[src/rtl/eviction_pkg.sv]
// rtl/eviction_pkg.sv - shared widths and writeback state type for the eviction drain path
package eviction_pkg;
  localparam int ADDR_W   = 12;
  localparam int OFFSET_W = 4;
  localparam int DATA_W   = 128;

  typedef enum logic [1:0] {
    IDLE  = 2'd0,
    HOLD  = 2'd1,
    WRITE = 2'd2
  } wb_state_t;
endpackage

[src/rtl/eviction_writeback_if.sv]
// rtl/eviction_writeback_if.sv - eviction, lookup, arbiter and pmem signals of the writeback block
interface eviction_writeback_if;
  import eviction_pkg::*;

  logic                         evict_valid;
  logic                         evict_ready;
  logic [ADDR_W-1:0]            evict_address;
  logic [DATA_W-1:0]            evict_data;
  logic [ADDR_W-1:0]            lookup_address;
  logic                         lookup_hit;
  logic [DATA_W-1:0]            lookup_data;
  logic                         wb_req;
  logic                         wb_grant;
  logic                         pmem_write;
  logic [ADDR_W+OFFSET_W-1:0]   pmem_address;
  logic [DATA_W-1:0]            pmem_wdata;
  logic                         pmem_resp;

  modport slave (
    input  evict_valid, evict_address, evict_data, lookup_address, wb_grant, pmem_resp,
    output evict_ready, lookup_hit, lookup_data, wb_req, pmem_write, pmem_address, pmem_wdata
  );

  modport master (
    output evict_valid, evict_address, evict_data, lookup_address, wb_grant, pmem_resp,
    input  evict_ready, lookup_hit, lookup_data, wb_req, pmem_write, pmem_address, pmem_wdata
  );
endinterface

[src/rtl/wb_entry_reg.sv]
// rtl/wb_entry_reg.sv - held eviction line (valid, address, data); load beats clear so a replacement survives
module wb_entry_reg
  import eviction_pkg::*;
(
  input  logic              clk,
  input  logic              rst,
  input  logic              i_load,
  input  logic              i_clear,
  input  logic [ADDR_W-1:0] i_address,
  input  logic [DATA_W-1:0] i_data,
  output logic              o_valid,
  output logic [ADDR_W-1:0] o_address,
  output logic [DATA_W-1:0] o_data
);
  logic              r_valid;
  logic [ADDR_W-1:0] r_address;
  logic [DATA_W-1:0] r_data;

  always_ff @(posedge clk) begin
    if (rst) begin
      r_valid   <= 1'b0;
      r_address <= '0;
      r_data    <= '0;
    end else if (i_load) begin
      r_valid   <= 1'b1;
      r_address <= i_address;
      r_data    <= i_data;
    end else if (i_clear) begin
      r_valid   <= 1'b0;
      r_address <= '0;
      r_data    <= '0;
    end
  end

  assign o_valid   = r_valid;
  assign o_address = r_address;
  assign o_data    = r_data;
endmodule

[src/rtl/eviction_writeback.sv]
// rtl/eviction_writeback.sv - holds one evicted line and writes it to pmem via the arbiter
// Optional forwarding of the held line to cache lookups: EVICT_FORWARD_EN
module eviction_writeback
  import eviction_pkg::*;
(
  input logic                 clk,
  input logic                 rst,
  eviction_writeback_if.slave bus
);
  localparam logic [1:0] ST_IDLE  = IDLE;
  localparam logic [1:0] ST_HOLD  = HOLD;
  localparam logic [1:0] ST_WRITE = WRITE;

  logic [1:0]        r_state;
  logic [1:0]        w_state_nxt;
  logic              w_evict_ready;
  logic              w_transfer;
  logic              w_done;
  logic              w_writing;
  logic              w_entry_valid;
  logic [ADDR_W-1:0] w_entry_address;
  logic [DATA_W-1:0] w_entry_data;

  assign w_writing     = (r_state == ST_WRITE);
  assign w_done        = w_writing & bus.pmem_resp;
  assign w_evict_ready = (r_state == ST_IDLE) | w_done;
  assign w_transfer    = bus.evict_valid & w_evict_ready;

  // A new line accepted on the completing cycle goes straight back to HOLD
  always_comb begin
    w_state_nxt = r_state;
    case (r_state)
      ST_IDLE:  if (w_transfer) w_state_nxt = ST_HOLD;
      ST_HOLD:  if (bus.wb_grant) w_state_nxt = ST_WRITE;
      ST_WRITE: if (bus.pmem_resp) w_state_nxt = w_transfer ? ST_HOLD : ST_IDLE;
      default:  w_state_nxt = ST_IDLE;
    endcase
  end

  always_ff @(posedge clk) begin
    if (rst) r_state <= ST_IDLE;
    else     r_state <= w_state_nxt;
  end

  wb_entry_reg u_entry (
    .clk       (clk),
    .rst       (rst),
    .i_load    (w_transfer),
    .i_clear   (w_done),
    .i_address (bus.evict_address),
    .i_data    (bus.evict_data),
    .o_valid   (w_entry_valid),
    .o_address (w_entry_address),
    .o_data    (w_entry_data)
  );

  assign bus.evict_ready  = w_evict_ready;
  assign bus.wb_req       = (r_state == ST_HOLD) | w_writing;
  assign bus.pmem_write   = w_writing;
  assign bus.pmem_address = w_writing ? {w_entry_address, {OFFSET_W{1'b0}}} : '0;
  assign bus.pmem_wdata   = w_writing ? w_entry_data : '0;

`ifdef EVICT_FORWARD_EN
  logic w_hit;
  assign w_hit           = w_entry_valid & (bus.lookup_address == w_entry_address);
  assign bus.lookup_hit  = w_hit;
  assign bus.lookup_data = w_hit ? w_entry_data : '0;
`else
  logic w_unused_lookup;
  assign w_unused_lookup = ^{bus.lookup_address, w_entry_valid};
  assign bus.lookup_hit  = 1'b0;
  assign bus.lookup_data = '0;
`endif
endmodule

[src/flat_wrapper.sv]
// flat-port wrapper written by rule: the top's interface ports become plain ports
module eviction_writeback_flat import eviction_pkg::*;
  (clk, rst, bus_evict_valid, bus_evict_address, bus_evict_data, bus_lookup_address, bus_wb_grant, bus_pmem_resp, bus_evict_ready, bus_lookup_hit, bus_lookup_data, bus_wb_req, bus_pmem_write, bus_pmem_address, bus_pmem_wdata);
  eviction_writeback_if bus_i ();
  input logic clk;
  input logic rst;
  input wire logic [$bits(bus_i.evict_valid)-1:0] bus_evict_valid;
  input wire logic [$bits(bus_i.evict_address)-1:0] bus_evict_address;
  input wire logic [$bits(bus_i.evict_data)-1:0] bus_evict_data;
  input wire logic [$bits(bus_i.lookup_address)-1:0] bus_lookup_address;
  input wire logic [$bits(bus_i.wb_grant)-1:0] bus_wb_grant;
  input wire logic [$bits(bus_i.pmem_resp)-1:0] bus_pmem_resp;
  output wire logic [$bits(bus_i.evict_ready)-1:0] bus_evict_ready;
  output wire logic [$bits(bus_i.lookup_hit)-1:0] bus_lookup_hit;
  output wire logic [$bits(bus_i.lookup_data)-1:0] bus_lookup_data;
  output wire logic [$bits(bus_i.wb_req)-1:0] bus_wb_req;
  output wire logic [$bits(bus_i.pmem_write)-1:0] bus_pmem_write;
  output wire logic [$bits(bus_i.pmem_address)-1:0] bus_pmem_address;
  output wire logic [$bits(bus_i.pmem_wdata)-1:0] bus_pmem_wdata;
  assign bus_i.evict_valid = bus_evict_valid;
  assign bus_i.evict_address = bus_evict_address;
  assign bus_i.evict_data = bus_evict_data;
  assign bus_i.lookup_address = bus_lookup_address;
  assign bus_i.wb_grant = bus_wb_grant;
  assign bus_i.pmem_resp = bus_pmem_resp;
  assign bus_evict_ready = bus_i.evict_ready;
  assign bus_lookup_hit = bus_i.lookup_hit;
  assign bus_lookup_data = bus_i.lookup_data;
  assign bus_wb_req = bus_i.wb_req;
  assign bus_pmem_write = bus_i.pmem_write;
  assign bus_pmem_address = bus_i.pmem_address;
  assign bus_pmem_wdata = bus_i.pmem_wdata;
  eviction_writeback u_core (.clk(clk), .rst(rst), .bus(bus_i));
endmodule
[config.mk]
export PLATFORM = sky130hd
export DESIGN_NAME = eviction_writeback_flat
export DESIGN_NICKNAME = d
export VERILOG_FILES = /design/src/rtl/eviction_pkg.sv /design/src/rtl/eviction_writeback_if.sv /design/src/rtl/wb_entry_reg.sv /design/src/rtl/eviction_writeback.sv /design/src/flat_wrapper.sv
export SDC_FILE = /design/constraint.sdc
export NUM_CORES = 1
export LEC_CHECK = 0
export ABC_AREA = 1
export CORE_AREA = 2 2 168 170
export DETAILED_ROUTE_END_ITERATION = 10
export DIE_AREA = 0 0 170 172
export GPL_ROUTABILITY_DRIVEN = 1
export GPL_TIMING_DRIVEN = 0
export HOLD_SLACK_MARGIN = 0.08
export PLACE_DENSITY = 0.65
export SYNTH_ARGS = -nofsm -noshare
export SYNTH_HDL_FRONTEND = slang
export SYNTH_SLANG_ARGS = --single-unit
[constraint.sdc]
create_clock -name clk -period 5 [get_ports clk]
set_input_delay 0.75 -clock clk [delete_from_list [all_inputs] [get_ports clk]]
set_output_delay 0.75 -clock clk [all_outputs]
set_load 0.02 [all_outputs]
# Word-level counts from Yosys, hierarchy flattened
# Index checks and enable logic that the tools add are counted.
# totals
reg_bits	142
latch_bits	0
mem_bits_rw	0
romBits	0
output_inout_bits	276
elab_cells	26
memories	0
# op_classes
n_addsub	0
mul	0
n_div	0
magnitude_cmp	0
n_eq_ne	5
shift	0
n_mux	11
bitwise_logic	4
n_reduce_logical	3
# ops
op	n
$mux 128	3
$mux 12	2
$mux 16	1
$mux 2	3
$pmux 2 s3	1
$ne 2x2->1 const B	2
$reduce_and 3->1	1
$and 1x1->1	2
$eq 2x1->1 const B	1
$eq 2x2->1 const B	1
$logic_not 2->1	1
$ne 2x1->1 const B	1
$or 1x1->1	2
$reduce_bool 2->1	1
$mux 1	1

# Logic depth before layout (Yosys ltp)
# logic_depth
word_depth	7
mapped_depth	11
depth_no_buf	8

# Hierarchy
# From an unflattened synthesis, not the netlist that was laid out.
# unflattened
hier_cells	1074
hier_area_um2	7320.8
# modules_own_cells
mod	n_inst	cells_each	area_per_inst_um2	seq_area_each_um2
wb_entry_reg	1	612	4878.4	2822.7
eviction_writeback	1	462	2442.3	40.0

# Least setup slack after synthesis
# OpenSTA, ideal clock, no wires.
# synth_timing
path_type	reg2out
startpoint	register u_core.r_state[0]
endpoint	output port bus_pmem_wdata[49]
t_arrival_ps	1599
slack_ps	2651
stages_incl_launch_ff	8
path_cell_list	dfxtp_1 -> inv_1 -> ha_1 -> buf_4 -> clkbuf_1 -> clkbuf_1 -> nand2_1 -> inv_1
# synth_between
elab_chain_cells	2
# synth_rtl
item	line	text
start: declaration	eviction_writeback.sv:14	logic [1:0] r_state;
start signal: assignment	eviction_writeback.sv:42	else r_state <= w_state_nxt;
$eq 2x2->1	eviction_writeback.sv:24	assign w_writing = (r_state == ST_WRITE);
net bus_pmem_write	flat_wrapper.sv:17	output wire logic [$bits(bus_i.pmem_write)-1:0] bus_pmem_write;
$mux 128	eviction_writeback.sv:61	assign bus.pmem_wdata = w_writing ? w_entry_data : '0;
end: declaration	flat_wrapper.sv:19	output wire logic [$bits(bus_i.pmem_wdata)-1:0] bus_pmem_wdata;
# The timed path passes the listed nets, and every way through them passes these cells.

# Final worst setup path
# layout_timing
startpoint	register u_core.r_state[0]
endpoint	output port bus_pmem_wdata[49]
# layout_between
elab_chain_cells	2
# layout_rtl
item	line
$eq 2x2->1	eviction_writeback.sv:24
$mux 128	eviction_writeback.sv:61
# No other way between the ends.

==> results.py <==
metrics = {
    "floorplanning": {
        "io_pins": 433,
        "die_w_um": 170,
        "die_area_sq_mm": 0.02924,
        "die_h_um": 172,
        "start_util": 0.3113,
        "core_sq_mm": 0.02748,
        "rows": 61,
    },
    "synth": {
        "syn_area_per_cell_sq_um": 5.753,
        "synth_largest_area_cell": "dfxtp_1",
        "synth_commonest_cells": "nor2_1 (563), inv_1 (426), nand2_1 (147)",
        "yosysWarnings": 0,
        "synth.most_common_cell": "nor2_1",
        "postSynth.asyncResetShare": 0,
        "ys_seq_area_frac": 0.3323,
        "synth_seq_cells": 142,
        "synth_cell_types": 15,
        "synth_edf_count": 0,
        "yosys-top-cells-area": "dfxtp_1 (33%), nor2_1 (25%), inv_1 (19%), buf_4 (12%), nand2_1 (6.5%)",
        "syn_area_sq_mm": 0.008554,
        "synth_top_area_frac": 0.3323,
        "synthCells": 1487,
        "synth_ff_type": "dfxtp_1",
    },
    "min_path": {
        "hold_class": "reg2reg",
        "hold-path-cell-count": 4,
    },
    "sta": {
        "fmax_mhz": 260.2,
        "period_share": 0.7687,
        "whs_ns": 0.5435,
        "setup_viol": 0,
        "hold_viol": 0,
        "drv_slew": 0,
        "fin_setup_tns_ns": 0,
        "rsz0062_at_grt": "false",
        "fin_skew_ns": 0.01573,
        "slew_headroom": 0.4731,
        "fin_crit_ns": 3.843,
        "max_slew.worst_pin.slew_ns": 0.7904,
    },
    "clock_tree": {
        "cts-buffers-inserted": 17,
        "post_cts_buffers": 0,
        "cts_buffer_depth": 2,
        "cts_resized": 0,
        "htreeDepth": 4,
        "cts.sinks": 142,
        "cts_tree": "yes",
        "clk_pin_slew_worst_paths_ns": 0.06,
        "clk_latency_ns": 0.42,
        "root_buffer": "clkbuf_16",
        "cts.hold.buffers_added": 0,
    },
    "pwr": {
        "ir_drop_mv": 0.2025,
        "p_switching_w": 0.001937,
        "p_int_w": 0.002914,
        "p_seq_frac": 0.306,
        "clkPwrFrac": 0.270,
        "total_power_w": 0.004852,
        "powerDensity_mw_per_mm2": 374.9,
        "p_leak_nw": 7.373,
        "p_sw_frac": 0.3993,
        "combPwrFrac": 0.424,
    },
    "setup_path": {
        "required_ns": 4.25,
        "worstPathMaxFanout": 10,
        "ff2ff_path_depth": 11,
        "crit_path_end_kind": "output port",
        "path_class": "reg2out",
        "arrival_ns": 3.09,
        "worst_path_max_delay_cell": "clkdlybuf4s50_1",
        "path_delay_family": "buffers and inverters",
        "path_cells": "inv_1 > ha_1 > buf_4 > clkbuf_1 > clkbuf_1 > nand2_1 > inv_1 > clkdlybuf4s50_1",
        "cp.depth": 8,
        "crit_buf_inv": 6,
        "startpoint_type": "flop",
        "cpPeakStageDelay_ns": 0.65,
    },
    "final_layout": {
        "final_area_sq_mm": 0.01294,
        "finalNetCount": 2086,
        "drive_above_1_share": 0.1058,
        "diodes": 0,
        "fillers": 2928,
        "final_core_util": 0.4710,
        "syn_to_final_growth_pct": 51.29,
    },
    "placement": {
        "post-dp-hpwl_mm": 19.37,
        "gp_congestion": 0.8148,
        "port_buffers": 286,
        "placed_area_sq_mm": 0.01235,
    },
    "detailed_routing": {
        "firstDrtPassIters": 5,
        "first_iter_violations": 334,
        "drt_drc_violations_left": 0,
        "wl_per_cell_um": 11.00,
        "routed_via_density": 3.747,
        "vias": 8555,
        "finalWirelength_mm": 25.11,
        "ant_nets": 0,
    },
    "global_routing": {
        "grt_pass1_wl_mm": 38.22,
        "grt_max_degree": 17,
        "globalRoute.totalOverflow": 0,
        "grt_pass1_vias": 7682,
        "grtUsageTotal": 0.1666,
        "antenna_found_initial": 0,
    },
    "outcome": {
        "status": "finished, final reports clean",
    },
    "job": {
        "cap_violations": 0,
    },
}
-- power groups by stage --
stage                     sequential (W)  combinational, W  clock [W]
final                            0.00148           0.00206    0.00131
after global routing             0.00151           0.00233    0.00140
after CTS                        0.00148           0.00209    0.00135
after detailed placement         0.00151           0.00208          0
after global placement           0.00150           0.00206          0
after floorplan                  0.00148           0.00141          0
-- per-stage QoR --
step / worst slack, ns / cells
finish: 1.157 / 2283
floorplan: 2.651 / 1619
global route: 0.9002 / 2283
detailed placement: 1.462 / 2251
CTS: 0.9728 / 2283
global placement: 1.494 / 2251
-- path summary, 6_finish.rpt --
| path | start | slack (ns) | to |
|---|---|---|---|
| min reg2reg | u_core.u_entry.o_data[102]$_SDFFE_PP0P_ | 0.54 | u_core.u_entry.o_data[102]$_SDFFE_PP0P_ |
| max reg2reg | u_core.r_state[0]$_SDFFE_PP0P_ | 3.02 | u_core.u_entry.o_data[107]$_SDFFE_PP0P_ |
| max | u_core.r_state[0]$_SDFFE_PP0P_ | 1.16 | bus_pmem_wdata[49] |
| min | u_core.u_entry.o_data[102]$_SDFFE_PP0P_ | 0.54 | u_core.u_entry.o_data[102]$_SDFFE_PP0P_ |
-- per-layer routing --
metal / part of all wire / track usage / vias up
li1: - / - / 4611
met5: 0 / 0 / -
met4: 0.022 / 0.05611 / 0
met1: 0.40 / 0.1828 / 3640
met3: 0.088 / 0.05425 / 28
met2: 0.49 / 0.3029 / 276
-- kinds of logic after synthesis --
logic type,count (synthesis),share of synthesized area
and+or+nand+nor,714,0.3143
buffers and inverters,622,0.3434
DFF,142,0.3323
adders and majority gates,5,0.007313
AOI/OAI and AO/OA,3,0.002194
other,1,0.0004384
-- cells in the final DEF (no fill, tap or decap), types with 2 or more instances in the layout --
master           instances
clkdlybuf4s50_1        286
conb_1                 133
clkbuf_16               17
buf_6                    7
inv_6                    4
buf_2                   23
clkbuf_1                27
nand2_1                147
buf_4                  139
bufinv_16                2
dfxtp_1                142
clkinv_4                 2
a21oi_1                  2
inv_1                  426
ha_1                     5
nand2_2                  3
nor2_1                 563
clkinvlp_4               4
-- state kept, by name, indices dropped and copies added, names as in the netlist --
name                      flops
u_core.u_entry.o_address     12
u_core.r_state                2
u_core.u_entry.o_data       128
-- layout make-up --
class | instances | area, sq um | share of cell area
multi-input combinational | 855 | 3269 | 0.2526
sequential | 142 | 2843 | 0.2196
inverter | 427 | 1603 | 0.1238
clock buffer | 19 | 442.9 | 0.03422
tap | 346 | 432.9 | 0.03345
clock inverter | 13 | 153.9 | 0.01189
timing repair buffer | 286 | 2863 | 0.2212
buffer | 195 | 1335 | 0.1032
-- worst reg2reg max path, cell delays in order, from the launching register on --
cell and delay, ns:
dfxtp_1 0.38, inv_1 0.11, ha_1 0.22, buf_4 0.17
nand2_2 0.09, nand2_2 0.07, nand2_2 0.13, buf_6 0.23
buf_4 0.25, nor2_1 0.06, nor2_1 0.10, nor2_1 0.04
No activity file was read; power rests on OpenSTA's default activity.
